`config.mk`:
```
export PLATFORM = sky130hd
export DESIGN_NAME = sat_counter
export DESIGN_NICKNAME = d
export VERILOG_FILES = /design/src/rtl/cdc_pkg.sv /design/src/rtl/sat_counter.sv
export SDC_FILE = /design/constraint.sdc
export NUM_CORES = 1
export LEC_CHECK = 0
export CAP_MARGIN = 20
export CORE_ASPECT_RATIO = 1.75
export CORE_MARGIN = 3
export CORE_UTILIZATION = 43
export CTS_CLUSTER_DIAMETER = 60
export CTS_CLUSTER_SIZE = 30
export DETAILED_ROUTE_END_ITERATION = 8
export PLACE_DENSITY_LB_ADDON = 0.2
export SYNTH_ARGS = -nofsm -noshare
export SYNTH_HDL_FRONTEND = slang
export SYNTH_SLANG_ARGS = --single-unit
```
`constraint.sdc`:
```
create_clock -name clk -period 2.1 [get_ports clk]
set_input_delay 0.42 -clock clk [delete_from_list [all_inputs] [get_ports clk]]
set_output_delay 0.42 -clock clk [all_outputs]
set_load 0.01 [all_outputs]
```
`src/rtl/cdc_pkg.sv`:
```
// Shared constants and helpers for the CDC sequence checker.
package cdc_pkg;

    localparam logic ST_SEED  = 1'b0;
    localparam logic ST_TRACK = 1'b1;

    localparam int DEF_N  = 8;
    localparam int DEF_CW = 16;

    // True when more than one bit of v is set.
    function automatic logic multi_bit(input logic [63:0] v);
        return (v & (v - 64'd1)) != 64'd0;
    endfunction

endpackage

```
`src/rtl/sat_counter.sv`:
```
// Saturating up-counter with synchronous clear and enable.
module sat_counter
    import cdc_pkg::*;
#(
    parameter int W = DEF_CW
) (
    input  logic         clk,
    input  logic         rst_n,
    input  logic         ena,
    input  logic         clr,
    input  logic         inc,
    output logic [W-1:0] q
);

    always_ff @(posedge clk or negedge rst_n) begin
        if (!rst_n) begin
            q <= '0;
        end else if (ena) begin
            if (clr) begin
                q <= '0;
            end else if (inc && (q != '1)) begin
                q <= q + W'(1);
            end
        end
    end

endmodule

```
==> flow_metrics.tcl <==
set metrics [dict create \
    status "finished, final reports clean" \
    htree_levels 1 \
    antenna_cells 0 \
    regMostFlops "q" \
    grt_pass1_wl_mm 5.181 \
    drt_first_iter_violations 51 \
    cp.arrival_ns 2.12 \
    hold_viol_final 0 \
    synth_area_per_cell_um2 8.758 \
    fill_cells 213 \
    synth.ff_latch_count 16 \
    slew_violations 0 \
    maxCapViolations 0 \
    synth_seq_area_share_pct 38.42 \
    power_uw 914.7 \
    tightest_slew_ns 0.3757 \
    finalCritPeriodShare_pct 93.52 \
    ios 21 \
    cp_max_fo 4 \
    synthesis.area_um2 1042 \
    fin_nets 168 \
    r2r_end "q[7]$_DFFE_PN0P_" \
    crit-reg2reg-launch "q[0]$_DFFE_PN0P_" \
    synth_warnings 0 \
    dp_hpwl_mm 2.290 \
    fmax_mhz 509.2 \
    rrSetupSlack_ns 0.18 \
    power_density_nw_per_um2 612.8 \
    gp_congestion 0.8627 \
    cts.sinks 16 \
    grt_pass1_vias 1116 \
    startpoint_type "input pin" \
    syn_nets 125 \
    finish.instance_area_um2 1493 \
    clk_pin_slew_ns 0.07 \
    reg2reg_depth 6 \
    yosysUniqueCellTypes 34 \
    io_buffers 20 \
    clk_latency_ns 0.25 \
    cts_root_buffer "clkbuf_8" \
    largest_reg_flops 16 \
    clock_path_buffers 2 \
    hp-class "in -> async" \
    fin_skew_ns 0.005715 \
    slew_headroom_pct 74.88 \
    ant_nets 0 \
    dieArea_um2 3074 \
    placed_area_um2 1425 \
    fp-row-count 23 \
    syn_inst 119 \
    top_regs "q (16)" \
    antenna_found_initial 0 \
    dr.pass1.iters 4 \
    cts_inserted_buffers 3 \
    drcViolationCount 0 \
    synth_edf_count 0 \
    start_util_pct 45.27 \
    grt_usage_pct 22.23 \
    syn_to_final_growth_pct 43.22 \
    ys_async_sr_fraction_pct 100.0 \
    die_w_um 43.22 \
    fp.coreArea_um2 2302 \
    period_needed_ns 1.964 \
    p_leak_uw 0.0005690 \
    synth_flop_cell "dfrtp_1" \
    via_per_inst 6.194 \
    cts-hold-fix-buffers 0 \
    cts_tree "done" \
    vias 1152 \
    setup_violations 0 \
    grt_max_degree 23 \
    dieHeight_um 71.13 \
    grt_overflow 0 \
    wl_mm 3.033 \
    setup.worst_path.end_class "flop" \
    layout-drive-gt1-share_pct 22.36 \
    vdd_ir_drop_max_mv 0.5133 \
    drt-wirelength-per-cell_um 16.31 \
    cp.required_ns 2.26 \
    criticalPathCategory "in -> reg" \
]
layer usage:
layer	global-route usage [%]	part of all wire (%)
met5	0	0
met1	25.72	38
met2	38.39	55
met4	11.07	2.9
met3	3.308	4.3
critical path, cell delays in order:
cell             delay, ns
clkdlybuf4s50_1       0.47
nand4_1               0.15
or4_4                 0.53
or3_1                 0.32
o311ai_1              0.22
where the power goes:
part | internal (µW) | switching (µW)
registers | 341 | 41.6
logic | 132 | 122
clock network | 167 | 112
total | 640 | 275
cells in the mapped netlist, types with 3 or more instances:
master	number	area share, %
inv_1	7	2.5
nand2b_1	8	4.8
nand3_1	16	7.7
nand4_1	6	3.6
dfrtp_1	16	38
nand2_1	8	2.9
a21oi_1	5	2.4
nor2_1	5	1.8
nor3_1	4	1.9
o311ai_0	8	6.7
clkbuf_1	3	1.1
or4_1	4	2.9
o22ai_1	4	2.4
nor2b_1	4	2.4
worst max path at each step:
stage / from / end / slack, ns / cells past startpoint
finish: inc / q[9]$_DFFE_PN0P_ / 0.14 / 5
detailed placement: inc / q[11]$_DFFE_PN0P_ / -0.18 / 6
global placement: inc / q[9]$_DFFE_PN0P_ / -0.13 / 5
global route: inc / q[9]$_DFFE_PN0P_ / -0.0005 / 5
CTS: inc / q[11]$_DFFE_PN0P_ / 0.09 / 6
floorplan: q[0]$_DFFE_PN0P_ / q[7]$_DFFE_PN0P_ / 0.05 / 7
kinds of logic after synthesis:
| kind of cell | after synthesis | synth area share, % |
|---|---|---|
| flip-flops | 16 | 38.41 |
| AND/OR/NAND/NOR | 65 | 36.50 |
| AO/OA/AOI/OAI | 24 | 17.89 |
| multiplexers | 2 | 1.921 |
| adder cells (fa/ha/maj) | 1 | 1.200 |
| buffers and inverters | 11 | 4.082 |
timing repair:
| item | in CTS | in global routing |
|---|---|---|
| resized for setup | 0 | 3 |
| setup buffers | 0 | 0 |
| setup endpoints to repair | 0 | 5 |
stage by stage:
stage / hold slack (ns) / worst slack (ns) / util [%] / instances / TNS, ns
floorplan: 0.1244 / 0.04942 / - / 119 / 0
finish: 0.4439 / 0.1362 / 64.84 / 186 / 0
global route: 0.4617 / -0.0005362 / 64.84 / 186 / -0.0005362
global placement: 0.6133 / -0.1258 / 61.90 / 182 / -0.3500
detailed placement: 0.6037 / -0.1758 / 61.90 / 182 / -0.4811
CTS: 0.4466 / 0.08659 / 64.29 / 186 / 0
final cells by class:
type	instances	area [µm²]	share of cell area, %
Sequential cell	16	402.9	26.99
Tap cell	25	31.28	2.096
Multi-Input combinational cell	92	611.8	40.99
Timing Repair Buffer	42	365.4	24.48
Clock buffer	4	55.05	3.688
Inverter	7	26.28	1.760
placed cells by master, fill, tap and decap left out, drive strengths merged, types with 2 or more instances in the layout:
master,netlist,layout
nor2,5,5
nor3,4,4
a21oi,5,5
mux2i,2,2
dfrtp,16,16
o41ai,2,2
clkbuf,3,4
or4,4,4
o22ai,4,4
inv,7,7
nand4,7,7
and3,2,2
clkdlybuf4s50,0,20
nand2b,8,8
nand3,16,16
buf,1,22
nand2,8,8
nor2b,4,4
o311ai,9,9
and4,2,2
(Power assumes the default switching activity.)
